<file path="config.mk">
export PLATFORM = sky130hd
export DESIGN_NAME = vram_arbiter_flat
export DESIGN_NICKNAME = d
export VERILOG_FILES = /design/src/rtl/vram_arbiter_pkg.sv /design/src/rtl/vram_arbiter_if.sv /design/src/rtl/vram_addr_calc.sv /design/src/rtl/vram_arbiter.sv /design/src/flat_wrapper.sv
export SDC_FILE = /design/constraint.sdc
export NUM_CORES = 1
export LEC_CHECK = 0
export BUFFER_PORTS_ARGS = -buffer_cell sky130_fd_sc_hd__buf_2
export CELL_PAD_IN_SITES_DETAIL_PLACEMENT = 0
export CELL_PAD_IN_SITES_GLOBAL_PLACEMENT = 1
export CORE_ASPECT_RATIO = 1.25
export CORE_MARGIN = 2
export CORE_UTILIZATION = 34
export CTS_BUF_LIST = sky130_fd_sc_hd__clkbuf_8
export CTS_CLUSTER_DIAMETER = 200
export DETAILED_ROUTE_END_ITERATION = 8
export PLACE_DENSITY = 0.81
export SYNTH_ARGS = -nofsm -noshare
export SYNTH_HDL_FRONTEND = slang
export SYNTH_SLANG_ARGS = --single-unit
</file>
<file path="constraint.sdc">
create_clock -name pclk -period 2.25 [get_ports pclk]
set_input_delay 0.225 -clock pclk [delete_from_list [all_inputs] [get_ports pclk]]
set_output_delay 0.225 -clock pclk [all_outputs]
set_load 0.05 [all_outputs]
</file>
<file path="src/rtl/vram_arbiter_pkg.sv">
// vram_arbiter_pkg: text-mode geometry, clear code and clear FSM states shared by the display path
package vram_arbiter_pkg;
   localparam int COLS = 80;
   localparam int ROWS = 30;
   localparam int CHAR_W = 8;
   localparam int CHAR_H = 16;
   localparam int ADDR_W = 12;
   localparam int CW_L = $clog2(CHAR_W);
   localparam int CH_L = $clog2(CHAR_H);
   localparam int CELLS = COLS * ROWS;
   localparam logic [7:0] BLANK_CHAR = 8'h20;
   typedef enum logic {IDLE, CLEAR} clr_state_t;
endpackage

</file>
<file path="src/rtl/vram_arbiter_if.sv">
// vram_arbiter_if: timing, display, writer, clear and text RAM signals around the arbiter
interface vram_arbiter_if;
   import vram_arbiter_pkg::*;
   logic [9:0] h_addr, v_addr;
   logic valid;
   logic [7:0] disp_char;
   logic disp_strobe;
   logic wr_req;
   logic [ADDR_W-1:0] wr_addr;
   logic [7:0] wr_data;
   logic wr_ack;
   logic clr_req;
   logic clr_busy;
   logic [ADDR_W-1:0] ram_addr;
   logic ram_we;
   logic [7:0] ram_wdata;
   logic [7:0] ram_rdata;
   modport slave (input h_addr, v_addr, valid, wr_req, wr_addr, wr_data, clr_req, ram_rdata,
                  output disp_char, disp_strobe, wr_ack, clr_busy, ram_addr, ram_we, ram_wdata);
   modport master (output h_addr, v_addr, valid, wr_req, wr_addr, wr_data, clr_req, ram_rdata,
                   input disp_char, disp_strobe, wr_ack, clr_busy, ram_addr, ram_we, ram_wdata);
endinterface

</file>
<file path="src/rtl/vram_addr_calc.sv">
// vram_addr_calc: pixel position to text cell address, row*80 done as (row<<6)+(row<<4)
module vram_addr_calc
   import vram_arbiter_pkg::*;
(
   input  logic [9:0]        h_addr,
   input  logic [9:0]        v_addr,
   output logic [ADDR_W-1:0] addr
);
   logic [ADDR_W-1:0] row, col;
   assign row = ADDR_W'(v_addr >> CH_L);
   assign col = ADDR_W'(h_addr >> CW_L);
   assign addr = (row << 6) + (row << 4) + col;
endmodule

</file>
<file path="src/rtl/vram_arbiter.sv">
// vram_arbiter: shares the single-port text RAM between display fetch, screen clear and the editor writer
module vram_arbiter
   import vram_arbiter_pkg::*;
(
   input logic pclk,
   input logic reset,
   vram_arbiter_if.slave bus
);
   clr_state_t state;
   logic [ADDR_W-1:0] clr_addr, last_addr, disp_addr;
   logic slot, slot_d, clr_go, wr_go;
   vram_addr_calc u_calc (.h_addr(bus.h_addr), .v_addr(bus.v_addr), .addr(disp_addr));
   assign slot = bus.valid && bus.h_addr[CW_L-1:0] == '0;
   // reset gating keeps the RAM untouched while the pipeline is held
   assign clr_go = !reset && !slot && state == CLEAR;
   assign wr_go = !reset && !slot && state == IDLE && bus.wr_req;
   assign bus.ram_addr = slot ? disp_addr : clr_go ? clr_addr : wr_go ? bus.wr_addr : last_addr;
   assign bus.ram_we = clr_go || (wr_go && bus.wr_addr < ADDR_W'(CELLS));
   assign bus.ram_wdata = clr_go ? BLANK_CHAR : bus.wr_data;
   assign bus.wr_ack = wr_go;
   assign bus.clr_busy = state == CLEAR;
   always_ff @(posedge pclk or posedge reset)
      if (reset) begin
         state <= CLEAR;
         clr_addr <= '0;
         last_addr <= '0;
         slot_d <= 1'b0;
         bus.disp_char <= BLANK_CHAR;
         bus.disp_strobe <= 1'b0;
      end else begin
         last_addr <= bus.ram_addr;
         slot_d <= slot;
         bus.disp_strobe <= slot_d;
         if (slot_d) bus.disp_char <= bus.ram_rdata;
         if (state == IDLE && bus.clr_req) state <= CLEAR;
         else if (clr_go) begin
            clr_addr <= clr_addr == ADDR_W'(CELLS - 1) ? '0 : clr_addr + 1'b1;
            if (clr_addr == ADDR_W'(CELLS - 1)) state <= IDLE;
         end
      end
endmodule

</file>
<file path="src/flat_wrapper.sv">
// flat-port wrapper written by rule: the top's interface ports become plain ports
module vram_arbiter_flat import vram_arbiter_pkg::*;
  (pclk, reset, bus_h_addr, bus_v_addr, bus_valid, bus_wr_req, bus_wr_addr, bus_wr_data, bus_clr_req, bus_ram_rdata, bus_disp_char, bus_disp_strobe, bus_wr_ack, bus_clr_busy, bus_ram_addr, bus_ram_we, bus_ram_wdata);
  vram_arbiter_if bus_i ();
  input logic pclk;
  input logic reset;
  input wire logic [$bits(bus_i.h_addr)-1:0] bus_h_addr;
  input wire logic [$bits(bus_i.v_addr)-1:0] bus_v_addr;
  input wire logic [$bits(bus_i.valid)-1:0] bus_valid;
  input wire logic [$bits(bus_i.wr_req)-1:0] bus_wr_req;
  input wire logic [$bits(bus_i.wr_addr)-1:0] bus_wr_addr;
  input wire logic [$bits(bus_i.wr_data)-1:0] bus_wr_data;
  input wire logic [$bits(bus_i.clr_req)-1:0] bus_clr_req;
  input wire logic [$bits(bus_i.ram_rdata)-1:0] bus_ram_rdata;
  output wire logic [$bits(bus_i.disp_char)-1:0] bus_disp_char;
  output wire logic [$bits(bus_i.disp_strobe)-1:0] bus_disp_strobe;
  output wire logic [$bits(bus_i.wr_ack)-1:0] bus_wr_ack;
  output wire logic [$bits(bus_i.clr_busy)-1:0] bus_clr_busy;
  output wire logic [$bits(bus_i.ram_addr)-1:0] bus_ram_addr;
  output wire logic [$bits(bus_i.ram_we)-1:0] bus_ram_we;
  output wire logic [$bits(bus_i.ram_wdata)-1:0] bus_ram_wdata;
  assign bus_i.h_addr = bus_h_addr;
  assign bus_i.v_addr = bus_v_addr;
  assign bus_i.valid = bus_valid;
  assign bus_i.wr_req = bus_wr_req;
  assign bus_i.wr_addr = bus_wr_addr;
  assign bus_i.wr_data = bus_wr_data;
  assign bus_i.clr_req = bus_clr_req;
  assign bus_i.ram_rdata = bus_ram_rdata;
  assign bus_disp_char = bus_i.disp_char;
  assign bus_disp_strobe = bus_i.disp_strobe;
  assign bus_wr_ack = bus_i.wr_ack;
  assign bus_clr_busy = bus_i.clr_busy;
  assign bus_ram_addr = bus_i.ram_addr;
  assign bus_ram_we = bus_i.ram_we;
  assign bus_ram_wdata = bus_i.ram_wdata;
  vram_arbiter u_core (.pclk(pclk), .reset(reset), .bus(bus_i));
endmodule
</file>
### Word level (Yosys, flattened, before mapping)

Cells that the tools add are included.

| operators by class | value |
|---|---|
| $add $sub $neg | 3 |
| magnitude comparators | 1 |
| eq/ne operators | 1 |
| mux-type cells | 8 |
| bitwise operators | 2 |
| reduce and logical (&&, ||, !) cells | 15 |

Operator list:

| cell | count |
|---|---|
| $mux W12 | 4 |
| $add A12 B1 Y12 const B | 1 |
| $add A12 B10 Y12 | 1 |
| $add A12 B7 Y12 | 1 |
| $eq A12 B12 Y1 const B | 1 |
| $lt A12 B12 Y1 const B | 1 |
| $mux W8 | 1 |
| $logic_and A1 B1 Y1 | 7 |
| $reduce_and A2 Y1 | 2 |
| $reduce_bool A2 Y1 | 2 |
| $logic_not A3 Y1 | 1 |
| $mux W1 | 3 |
| $logic_not A1 Y1 | 2 |
| $not A1 Y1 | 2 |
| $logic_or A1 B1 Y1 | 1 |

| storage, ports and cells | value |
|---|---|
| register bits after elaboration | 35 |
| bits of input ports | 53 |
| output and inout bits | 32 |
| logic and storage cells | 36 |

### Depth between registers and ports, before layout

Gate-level depths: netlist (run 1).

| depth | value |
|---|---|
| depth after elaboration | 9 |
| gate-level depth with buffers | 8 |
| mapped depth without buffers | 8 |

### Modules after synthesis

A second synthesis (run 1) with hierarchy kept.

| unflattened totals | value |
|---|---|
| cell total of the unflattened synthesis | 232 |
| area total of the unflattened synthesis | 2243.4 um^2 |

By module, submodules not included:

| module | instances | cells each | area each (um^2) | seq. area each (um^2) |
|---|---|---|---|---|
| vram_arbiter | 1 | 182 | 1833.0 | 878.3 |
| vram_addr_calc | 1 | 50 | 410.4 | 0.0 |

### Worst setup path before layout (run 1)

OpenSTA, ideal clock, no wires.

| path | value |
|---|---|
| kind | input -> register |
| start point | input port bus_v_addr[4] |
| end point | register u_core.last_addr[10] |
| setup time | 245 ps |
| data arrival time | 2854 ps |
| data required time | 2005 ps |
| setup slack | -849 ps |
| stages | 8 |
| buffers on the path | 0 |
| cell sequence | inv_1 fa_1 inv_1 ha_1 a211oi_1 o21bai_1 and4_1 nor3_1 |

| on the way | value |
|---|---|
| cells in the longest elaborated chain, start to end | 3 |

Ends and longest elaborated chain:

| what | RTL line | text |
|---|---|---|
| from (decl) | flat_wrapper.sv:8 | `input wire logic [$bits(bus_i.v_addr)-1:0] bus_v_addr;` |
| $add A12 B10 Y12 | vram_addr_calc.sv:12 | `assign addr = (row << 6) + (row << 4) + col;` |
| $add A12 B7 Y12 | vram_addr_calc.sv:12 |  |
| $mux W12 | vram_arbiter.sv:17 | `assign bus.ram_addr = slot ? disp_addr : clr_go ? clr_addr : wr_go ? bus.wr_addr : last_addr;` |
| via bus_ram_addr[10] | flat_wrapper.sv:19 | `output wire logic [$bits(bus_i.ram_addr)-1:0] bus_ram_addr;` |
| to (signal assigned) | vram_arbiter.sv:31 | `last_addr <= bus.ram_addr;` |
| to (decl) | vram_arbiter.sv:10 | `logic [ADDR_W-1:0] clr_addr, last_addr, disp_addr;` |

The timed path passes the listed nets, and every way through them passes these cells.
A chain may end at the register's enable or synchronous reset.

### Worst setup path after layout (run 1)

| path | value |
|---|---|
| start point | input port bus_h_addr[9] |
| end point | output port bus_ram_addr[11] |

| on the way | value |
|---|---|
| cells in the longest elaborated chain, start to end | 2 |

Ends and longest elaborated chain:

| what | RTL line | text |
|---|---|---|
| from (decl) | flat_wrapper.sv:7 | `input wire logic [$bits(bus_i.h_addr)-1:0] bus_h_addr;` |
| $add A12 B7 Y12 | vram_addr_calc.sv:12 |  |
| $mux W12 | vram_arbiter.sv:17 |  |
| to (decl) | flat_wrapper.sv:19 |  |

No other way between the ends.

==> flow_summary.toml, run 1 <==
[hold_path]
hold_class = "in -> reg"
min_from = "bus_clr_req"

[die]
die_h_um = 93.4
ios = 85
coreArea_um2 = 6170
die_w_um = 75.5
die-area_um2 = 7050
initial_core_util_pct = 35.2
fp-row-count = 32

[clock_tree]
clk_path_buf_depth = 2
cts_buffers = 5
tritoncts = "yes"
cts.sinks = 35
clk_latency_ps = 290
clkTransAtPathRegs_ps = 60
cts_hold_buf = 0
htreeDepth = 2
cts_root_buf = "clkbuf_8"

[cells_and_area]
drive_gt1_share_pct = 45.3
antennaDiodeCount = 0
nFillCells = 637
layout_common_cells = "buf_2 (73), dfrtp_1 (33), nand2_1 (19)"
nNetsFinal = 384
layout_commonest_cell = "buf_2"
area_delta_synth_final_pct = 41.2

[worst_setup_path]
critPathMaxFanout = 2
cpLargestDelayFamily = "adder cells"
critPathMaxStageDelay_ps = 540
setup.worst_path.start = "bus_h_addr[9]"
path_class = "in -> out"
rrSetupSlack_ps = 540
cp_slowest_cell = "fa_1"
endpoint_kind = "primary output"
cp.arrival_ps = 2200
crit_chain = "buf_8 -> inv_6 -> fa_1 -> inv_2 -> fa_2 -> a211oi_2 -> o21bai_1 -> o41a_1 -> nand2_4 -> buf_8"
crit_top_cell = "buf_8"
reg2reg_from = "u_core.bus.clr_busy$_DFFE_PP1P_"
required_ps = 2030
cp_num_buf_inv = 4
start_kind = "input port"

[outcome]
failed_checks = "setup timing"
status = "finished with violations"

[routing]
drtIter0Drc = 84
final_antenna_net_count = 0
wl_um = 5510
drc = 0
routed_via_density = 4.93
dr.pass1.iters = 5
num_vias = 1988
wl_per_cell_um = 13.7

[global_routing]
grt.overflow.total = 0
grt_usage_pct = 16.2
grt_pass1_vias = 1911
grt_pass1_wl_um = 8670
grt_max_degree = 24
antenna_found_initial = 0

[yosys]
ys_seq_elements = 35
synth_area_leaders = "dfrtp_1 (38%), ha_1 (6.9%), mux2_2 (4.1%), nand2_1 (3.5%), a21oi_1 (3.2%)"
yosysTopAreaCell = "dfrtp_1"
seq_area_frac_synth_pct = 40.4
synth_edf_count = 0
netlist_area_um2 = 2170
synth_cells = 219
async_reset_ff_share_pct = 100
synth_nets = 286
avgSynthCellArea_um2 = 9.92
netlist.area_leader.share_pct = 38.0
yosys_warnings = 0
yosysUniqueCellTypes = 44
synth_ff_type = "dfrtp_1"

[timing]
slew_violations = 0
relSlewSlack_pct = 69.3
worst_pin_slew_ps = 460
finalWorstSetupSlack_ps = -178
min_period_over_period_pct = 108
skew_ps = 8.07
clock.fmax_mhz = 412
setup_violations = 3
hold_viol_final = 0
rsz0062_at_grt = "yes"
period_needed_ps = 2430
holdWs_ps = 168

[flow_run]
cap_violations = 0

[placed_design]
dp_hpwl_um = 4340
portBuffers = 80
place.gp.congestion = 0.765
pre_cts_slack_ps = -334

[power_and_ir_drop]
p_clk_share_pct = 25.2
swShare_pct = 38.6
comb_power_share_pct = 38.0
p_sw_uw = 900
p_seq_share_pct = 36.8
ir_drop_uv = 274
intPower_mw = 1.43
leakage_nw = 1.46
p_per_area_nw_per_um2 = 760
==> cells by family after synthesis <==
logic type | share of synthesized area, %
AND/OR/NAND/NOR | 22.0
multiplexers | 4.15
flip-flops | 40.4
AO/OA/AOI/OAI | 16.1
buffers and inverters | 4.09
adder cells (fa/ha/maj) | 8.75
XOR/XNOR | 4.43
==> routing by layer <==
metal  vias to the layer above  part of all wire (%)  routed length, µm  global-route usage (%)
met4                         0                   1.1                 59                    4.82
met5                         -                     0                  0                       0
li1                        988                     -                  -                       -
met1                       941                    42               2320                    18.4
met2                        52                    52               2870                    29.2
met3                         7                   4.8                265                    3.77
==> Yosys cell counts, types with 2 or more instances <==
cell,count
xor2_1,6
a21o_1,3
a21oi_1,14
xnor2_1,5
a221o_1,2
mux2_2,8
buf_2,2
a211oi_1,3
dfrtp_1,33
dfstp_2,2
o21ai_0,10
nand2_1,20
nor3_1,5
nor2b_1,4
nor2_1,12
a41oi_1,2
inv_1,8
nand3_1,2
fa_1,2
and4_1,2
and2_1,10
o21bai_1,3
and3_1,2
a221oi_1,8
nand2b_1,6
nor3b_1,3
nor4b_1,2
clkbuf_1,4
nand4_1,4
buf_6,2
ha_1,12
nand3b_1,6
==> layout make-up <==
class	instances	area (µm²)	share of cell area, %
multi-input combinational	166	1310	42.5
sequential	35	878	28.6
timing repair buffer	100	622	20.3
tap	85	106	3.47
clock buffer	6	82.6	2.69
inverter	9	38.8	1.26
clock inverter	2	35.0	1.14
==> path summary, 6_finish.rpt <==
kind | to | cells past startpoint
setup / recovery | bus_ram_addr[11] | 10
setup reg to reg | u_core.clr_addr[11]$_DFFE_PP0P_ | 5
max in group asynchronous | u_core.bus.clr_busy$_DFFE_PP1P_ | 4
hold reg to reg | u_core.bus.disp_char[2]$_DFFE_PP0P_ | 1
hold / removal | u_core.bus.clr_busy$_DFFE_PP1P_ | 3
min in group asynchronous | u_core.last_addr[0]$_DFF_PP0_ | 3
==> repair_timing <==
item                       in CTS  in global routing
resized for setup              18                  5
pin swaps                       2                  4
setup endpoints to repair       5                  9
buffers inserted                1                  0
==> tightest hold or removal path: cells and delay by family <==
family                 cells  cell delay (ps)
buffers and inverters      1               80
and+or+nand+nor            2              120
==> power by group through the flow <==
stage | combinational (mW) | clock [mW] | sequential, mW
2_1_floorplan | 0.532 | 0 | 0.955
3_3_place_gp | 0.860 | 0 | 0.867
3_5_place_dp | 0.871 | 0 | 0.868
4_1_cts | 0.895 | 0.601 | 0.857
5_1_grt | 0.962 | 0.621 | 0.874
6_report | 0.886 | 0.587 | 0.858
==> stage by stage <==
step	power [mW]	TNS, ps	util (%)	instance area, µm²	cells
6_report	2.33	-445	49.8	3070	403
4_1_cts	2.35	-484	49.5	3050	403
3_3_place_gp	1.73	-928	46.6	2870	394
5_1_grt	2.46	-770	49.8	3070	403
2_1_floorplan	1.49	0	-	2260	219
3_5_place_dp	1.74	-1000	46.6	2870	394
==> registers in the layout, indices dropped and copies added (netlist names) <==
register,flops
u_core.bus.clr_busy,1
u_core.bus.disp_char,8
u_core.slot_d,1
u_core.clr_addr,12
u_core.bus.disp_strobe,1
u_core.last_addr,12
(Power assumes the default switching activity.)
==> run 2: changes to the inputs <==
--- a/config.mk
+++ b/config.mk
@@ -15,6 +15,7 @@
 export CTS_CLUSTER_DIAMETER = 200
 export DETAILED_ROUTE_END_ITERATION = 8
 export PLACE_DENSITY = 0.81
+export SETUP_SLACK_MARGIN = 0.1
 export SYNTH_ARGS = -nofsm -noshare
 export SYNTH_HDL_FRONTEND = slang
 export SYNTH_SLANG_ARGS = --single-unit
==> run 2 against run 1 <==
- the run still ends with setup timing left
- count of clock-buffer cells in the layout is 1 higher
- via count is 0.40% lower
- critical path depth stayed put
- largest power group unchanged
- final area hardly changed
- cell count is 0.74% lower
- non-clock buffer count is 3 lower
- global-route usage is 0.47 points higher
- wire length is 1.3% higher
- sequential share of layout area hardly changed
- die area stayed put
==> flow_summary.toml, run 2 (synthesis results as in run 1) <==
[outcome]
status = "finished with violations"
failed_checks = "setup timing"

[worst_setup_path]
cp_slowest_cell = "fa_1"
critPathMaxFanout = 2
critPathMaxStageDelay_ps = 540
required_ps = 2030
crit_top_cell = "buf_8"
endpoint_kind = "primary output"
cp.arrival_ps = 2210
start_kind = "input port"
path_class = "in -> out"
crit_chain = "buf_8 -> inv_8 -> fa_1 -> inv_2 -> fa_2 -> a211oi_2 -> o21bai_1 -> o41a_1 -> nand2_4 -> buf_8"

[timing]
slew_violations = 0
relSlewSlack_pct = 64.9
period_needed_ps = 2430
skew_ps = 8.19
clock.fmax_mhz = 411
min_period_over_period_pct = 108
finalWorstSetupSlack_ps = -182
rsz0062_at_grt = "yes"
setup_violations = 3
hold_viol_final = 0
worst_pin_slew_ps = 513

[flow_run]
cap_violations = 0

[global_routing]
grt-busiest-layer = "met2"
grt_usage_pct = 16.6
grt_use_met1_pct = 20.0
grt.met3_usage_pct = 3.66
met2_usage_pct = 28.3
antenna_found_initial = 0
grt_pass1_vias = 1903
grt.overflow.total = 0
grt_max_degree = 26
grt_pass1_wl_um = 8890

[die]
die_w_um = 75.5
die-area_um2 = 7050
initial_core_util_pct = 35.2
die_h_um = 93.4
coreArea_um2 = 6170
fp-row-count = 32
ios = 85

[clock_tree]
clkTransAtPathRegs_ps = 70
cts_buffers = 5
tritoncts = "yes"
htreeDepth = 2
clk_path_buf_depth = 2
cts.sinks = 35
cts_root_buf = "clkbuf_8"
clk_latency_ps = 280

[placed_design]
dp_hpwl_um = 4340
dp_cells = 391
place.gp.congestion = 0.807
portBuffers = 80

[routing]
wl_per_cell_um = 14.0
routed_via_density = 4.95
drtIter0Drc = 92
final_antenna_net_count = 0
drc = 0
num_vias = 1980
dr.pass1.iters = 4
wl_um = 5590

[cells_and_area]
top_regs = "u_core.clr_addr (12), u_core.last_addr (12), u_core.bus.disp_char (8)"
layout_commonest_cell = "buf_2"
drive_gt1_share_pct = 46.3
layout_common_cells = "buf_2 (71), dfrtp_1 (33), nand2_1 (18)"
utilization_pct = 49.7
antennaDiodeCount = 0
nNetsFinal = 381
finalNonFillerCells = 400
area_delta_synth_final_pct = 41.0

[power_and_ir_drop]
p_per_area_nw_per_um2 = 736
ir_drop_uv = 258
leakage_nw = 1.45

[hold_path]
hold_class = "in -> async"
## run 2: worst max-delay path: cells and delay by family
kind	cells	cell delay (ps)
fa+ha+maj	2	900
compound gates	3	690
buf+inv	4	290
simple gates	1	90
## run 2: routing by layer
layer	part of all wire [%]	wire length, µm
met1	41	2310
met2	51	2860
met3	5.1	287
met4	2.3	127
met5	0	0
## run 2: area by class of cell
cell class                 count  area, µm²
clock inverter                 1       3.75
timing repair buffer          97        608
fill                         604       3100
sequential                    35        878
tap                           85        106
multi-input combinational    166       1330
clock buffer                   7       96.3
inverter                       9       41.3
## run 2: timing repair
item	CTS	global route
endpoints found under the setup margin	13	19
resized for setup	20	9
cloned	0	0
setup buffers	1	0
pin swaps	3	9
hold buffers	0	0
## run 2: stage by stage
step | TNS [ps] | area, µm² | total power [mW] | worst slack (ps) | hold WS, ps
final | -502 | 3070 | 2.26 | -182 | 90.5
after global routing | -810 | 3070 | 2.39 | -282 | 133
after CTS | -523 | 3040 | 2.26 | -193 | 87.0
after detailed placement | -959 | 2870 | 1.75 | -337 | 395
after global placement | -937 | 2870 | 1.74 | -331 | 394
after floorplan | 0 | 2280 | 1.50 | 2.06 | 342
## run 2: path summary, 6_finish.rpt
check,from,endpoint,slack [ps],cells past startpoint
max,bus_h_addr[9],bus_ram_addr[11],-180,10
min,reset,u_core.last_addr[3]$_DFF_PP0_,90,2
max reg2reg,u_core.clr_addr[1]$_DFFE_PP0P_,u_core.clr_addr[8]$_DFFE_PP0P_,400,5
min reg2reg,u_core.bus.disp_char[1]$_DFFE_PP0P_,u_core.bus.disp_char[1]$_DFFE_PP0P_,500,1
max in group asynchronous,reset,u_core.bus.clr_busy$_DFFE_PP1P_,1590,3
min in group pclk,bus_h_addr[6],u_core.last_addr[3]$_DFF_PP0_,160,3
## run 2: report_power, final
part           total, mW  leakage [nW]  switching [mW]  internal (mW)
sequential         0.864         0.447           0.109          0.754
combinational      0.906         0.950           0.578          0.328
clock              0.486        0.0557           0.212          0.275
total               2.26          1.45           0.898           1.36
==> run 3: changes to the inputs <==
--- a/config.mk
+++ b/config.mk
@@ -5,12 +5,13 @@
 export SDC_FILE = /design/constraint.sdc
 export NUM_CORES = 1
 export LEC_CHECK = 0
+export ABC_AREA = 1
 export BUFFER_PORTS_ARGS = -buffer_cell sky130_fd_sc_hd__buf_2
 export CELL_PAD_IN_SITES_DETAIL_PLACEMENT = 0
 export CELL_PAD_IN_SITES_GLOBAL_PLACEMENT = 1
 export CORE_ASPECT_RATIO = 1.25
 export CORE_MARGIN = 2
-export CORE_UTILIZATION = 34
+export CORE_UTILIZATION = 33
 export CTS_BUF_LIST = sky130_fd_sc_hd__clkbuf_8
 export CTS_CLUSTER_DIAMETER = 200
 export DETAILED_ROUTE_END_ITERATION = 8
==> run 3 against run 2 <==
- the run now ends clean
- final area rose by 6.5%
- wire length up 15%
- critical path type unchanged
- area after synthesis rose by 10%
- critical endpoint is now bus_ram_addr[9]
==> flow_summary.toml, run 3 <==
[clock_tree]
cts_buffers = 5
clkTransAtPathRegs_ps = 80
tritoncts = "yes"
clk_path_buf_depth = 2
cts.sinks = 35
htreeDepth = 2
cts_root_buf = "clkbuf_8"
clk_latency_ps = 290

[global_routing]
grt_usage_pct = 16.8
grt.overflow.total = 0
antenna_found_initial = 0
grt_pass1_wl_um = 10500
grt_pass1_vias = 2353
grt_max_degree = 24

[timing]
clock.fmax_mhz = 460
rsz0062_at_grt = "yes"
slew_violations = 0
relSlewSlack_pct = 72.1
period_needed_ps = 2170
worst_pin_slew_ps = 418
hold_viol_final = 0
skew_ps = 6.11
min_period_over_period_pct = 96.5
setup_violations = 0
finalWorstSetupSlack_ps = 78.0

[hold_path]
hold_class = "in -> async"

[cells_and_area]
nNetsFinal = 477
drive_gt1_share_pct = 37.2
layout_common_cells = "nand2_1 (73), buf_2 (71), inv_1 (40)"
finalNonFillerCells = 501
layout_commonest_cell = "nand2_1"
final_cell_area_um2 = 3260
utilization_pct = 46.5
antennaDiodeCount = 0
top_regs = "u_core.clr_addr (12), u_core.last_addr (12), u_core.bus.disp_char (8)"
area_delta_synth_final_pct = 36.2

[yosys]
synth_cells = 312
synth_edf_count = 0
yosys_warnings = 0
async_reset_ff_share_pct = 100
netlist_area_um2 = 2400
synth_nets = 379
synth_commonest_cells = "nand2_1 (77), inv_1 (44), dfrtp_1 (33), nand3_1 (31), o21ai_0 (21)"
synth_most_common_cell = "nand2_1"
yosysUniqueCellTypes = 34
synth_area_leaders = "dfrtp_1 (34%), nand2_1 (12%), inv_1 (6.9%), nand3_1 (6.5%), ha_1 (6.3%)"
netlist.area_leader.share_pct = 34.4
ys_seq_elements = 35
synth_ff_type = "dfrtp_1"
seq_area_frac_synth_pct = 36.6
avgSynthCellArea_um2 = 7.68
yosysTopAreaCell = "dfrtp_1"

[routing]
final_antenna_net_count = 0
dr.pass1.iters = 4
routed_via_density = 4.71
drtIter0Drc = 99
wl_um = 6430
drc = 0
num_vias = 2360
wl_per_cell_um = 12.8

[die]
die_w_um = 80.2
initial_core_util_pct = 34.2
ios = 85
fp-row-count = 34
coreArea_um2 = 7020
die_h_um = 99.3
die-area_um2 = 7970

[flow_run]
cap_violations = 0

[power_and_ir_drop]
ir_drop_uv = 329
intPower_mw = 1.58
p_sw_mw = 1.09
p_per_area_nw_per_um2 = 819
swShare_pct = 40.7
leakage_nw = 1.71
p_clk_share_pct = 25.7
comb_power_share_pct = 40.7
p_seq_share_pct = 33.6

[worst_setup_path]
path_class = "in -> out"
critPathMaxStageDelay_ps = 540
required_ps = 2030
cpLargestDelayFamily = "adder cells"
critPathMaxFanout = 4
crit_chain = "buf_8 -> inv_4 -> fa_1 -> inv_2 -> fa_2 -> nand3_2 -> nand2_2 -> a21oi_2 -> o21ai_1 -> nand2_2 -> buf_8"
cp.arrival_ps = 1950
cp_slowest_cell = "fa_1"
start_kind = "input port"
cp_num_buf_inv = 4
endpoint_kind = "primary output"

[placed_design]
dp_hpwl_um = 4980
dp_cells = 486
pre_cts_slack_ps = -147
place.gp.congestion = 0.868
portBuffers = 80
placed_cell_area_um2 = 2950

[outcome]
status = "complete, no violations"
==> run 3: changes by cell type after synthesis, moves of 8 or more <==
cell      previous run  this run
nand2_1             20        77
nand3_1              2        31
o21ai_0             10        21
nand4_1              4        19
and2_1              10         0
a221oi_1             8         0
inv_1                8        44
==> run 3: layout make-up <==
type                       count  area (µm²)
fill                         705        3750
clock inverter                 3        67.6
inverter                      46         179
sequential                    35         878
tap                           90         113
multi-input combinational    220        1320
timing repair buffer         102         636
clock buffer                   5        68.8
==> run 3: worst register-to-register path: stages (launching register included) <==
cell,delay (ps)
dfstp_2,610
nand3_2,110
buf_4,200
o21ai_0,140
inv_1,60
nand2_1,100
nand2_1,90
buf_4,140
buf_4,120
buf_4,120
buf_4,120
buf_4,120
==> run 3: worst paths after layout <==
path,from,endpoint,slack [ps],cells past startpoint
worst max-delay path,bus_v_addr[4],bus_ram_addr[9],80,11
worst min-delay path,reset,u_core.last_addr[5]$_DFF_PP0_,40,3
worst max register to register,u_core.bus.clr_busy$_DFFE_PP1P_,u_core.last_addr[8]$_DFF_PP0_,220,11
worst min register to register,u_core.bus.disp_char[3]$_DFFE_PP0P_,u_core.bus.disp_char[3]$_DFFE_PP0P_,510,1
max in group asynchronous,reset,u_core.clr_addr[2]$_DFFE_PP0P_,1670,3
min in group pclk,bus_h_addr[5],u_core.last_addr[2]$_DFF_PP0_,160,3
==> run 3: through the flow <==
step	hold WS, ps	setup TNS, ps	total power, mW
floorplan	216	0	1.63
global placement	141	-393	1.91
detailed placement	139	-417	1.92
CTS	37.2	0	2.66
global route	73.4	-38.4	2.83
finish	42.3	0	2.67
==> run 3: layer usage <==
layer	global-route usage [%]	vias to the layer above	wire, µm
li1	-	1219	-
met1	20.3	1072	2740
met2	29.4	57	3230
met3	3.45	12	311
met4	5.48	0	150
met5	0	-	0
==> run 3: cells by family after synthesis <==
group	after synthesis	synth area share [%]
AND/OR/NAND/NOR	161	32.5
buffers and inverters	57	10.4
flip-flops	35	36.6
AO/OA/AOI/OAI	33	7.31
adder cells (fa/ha/maj)	14	7.93
multiplexers	8	3.76
XOR/XNOR	4	1.46
==> run 3: timing repair <==
action | 4_1_cts | 5_1_grt
gates resized for setup | 17 | 22
pin swaps | 6 | 13
cloned | 0 | 0
hold buffers | 1 | 0
hold endpoints to repair | 2 | 0
setup endpoints to repair | 6 | 11
buffers inserted | 5 | 1
==> run 3: power groups by stage <==
| stage | registers [mW] | logic, mW | clock network (mW) |
|---|---|---|---|
| floorplan | 0.988 | 0.646 | 0 |
| global placement | 0.906 | 1.01 | 0 |
| detailed placement | 0.909 | 1.01 | 0 |
| CTS | 0.896 | 1.07 | 0.694 |
| global route | 0.917 | 1.19 | 0.717 |
| finish | 0.897 | 1.09 | 0.687 |
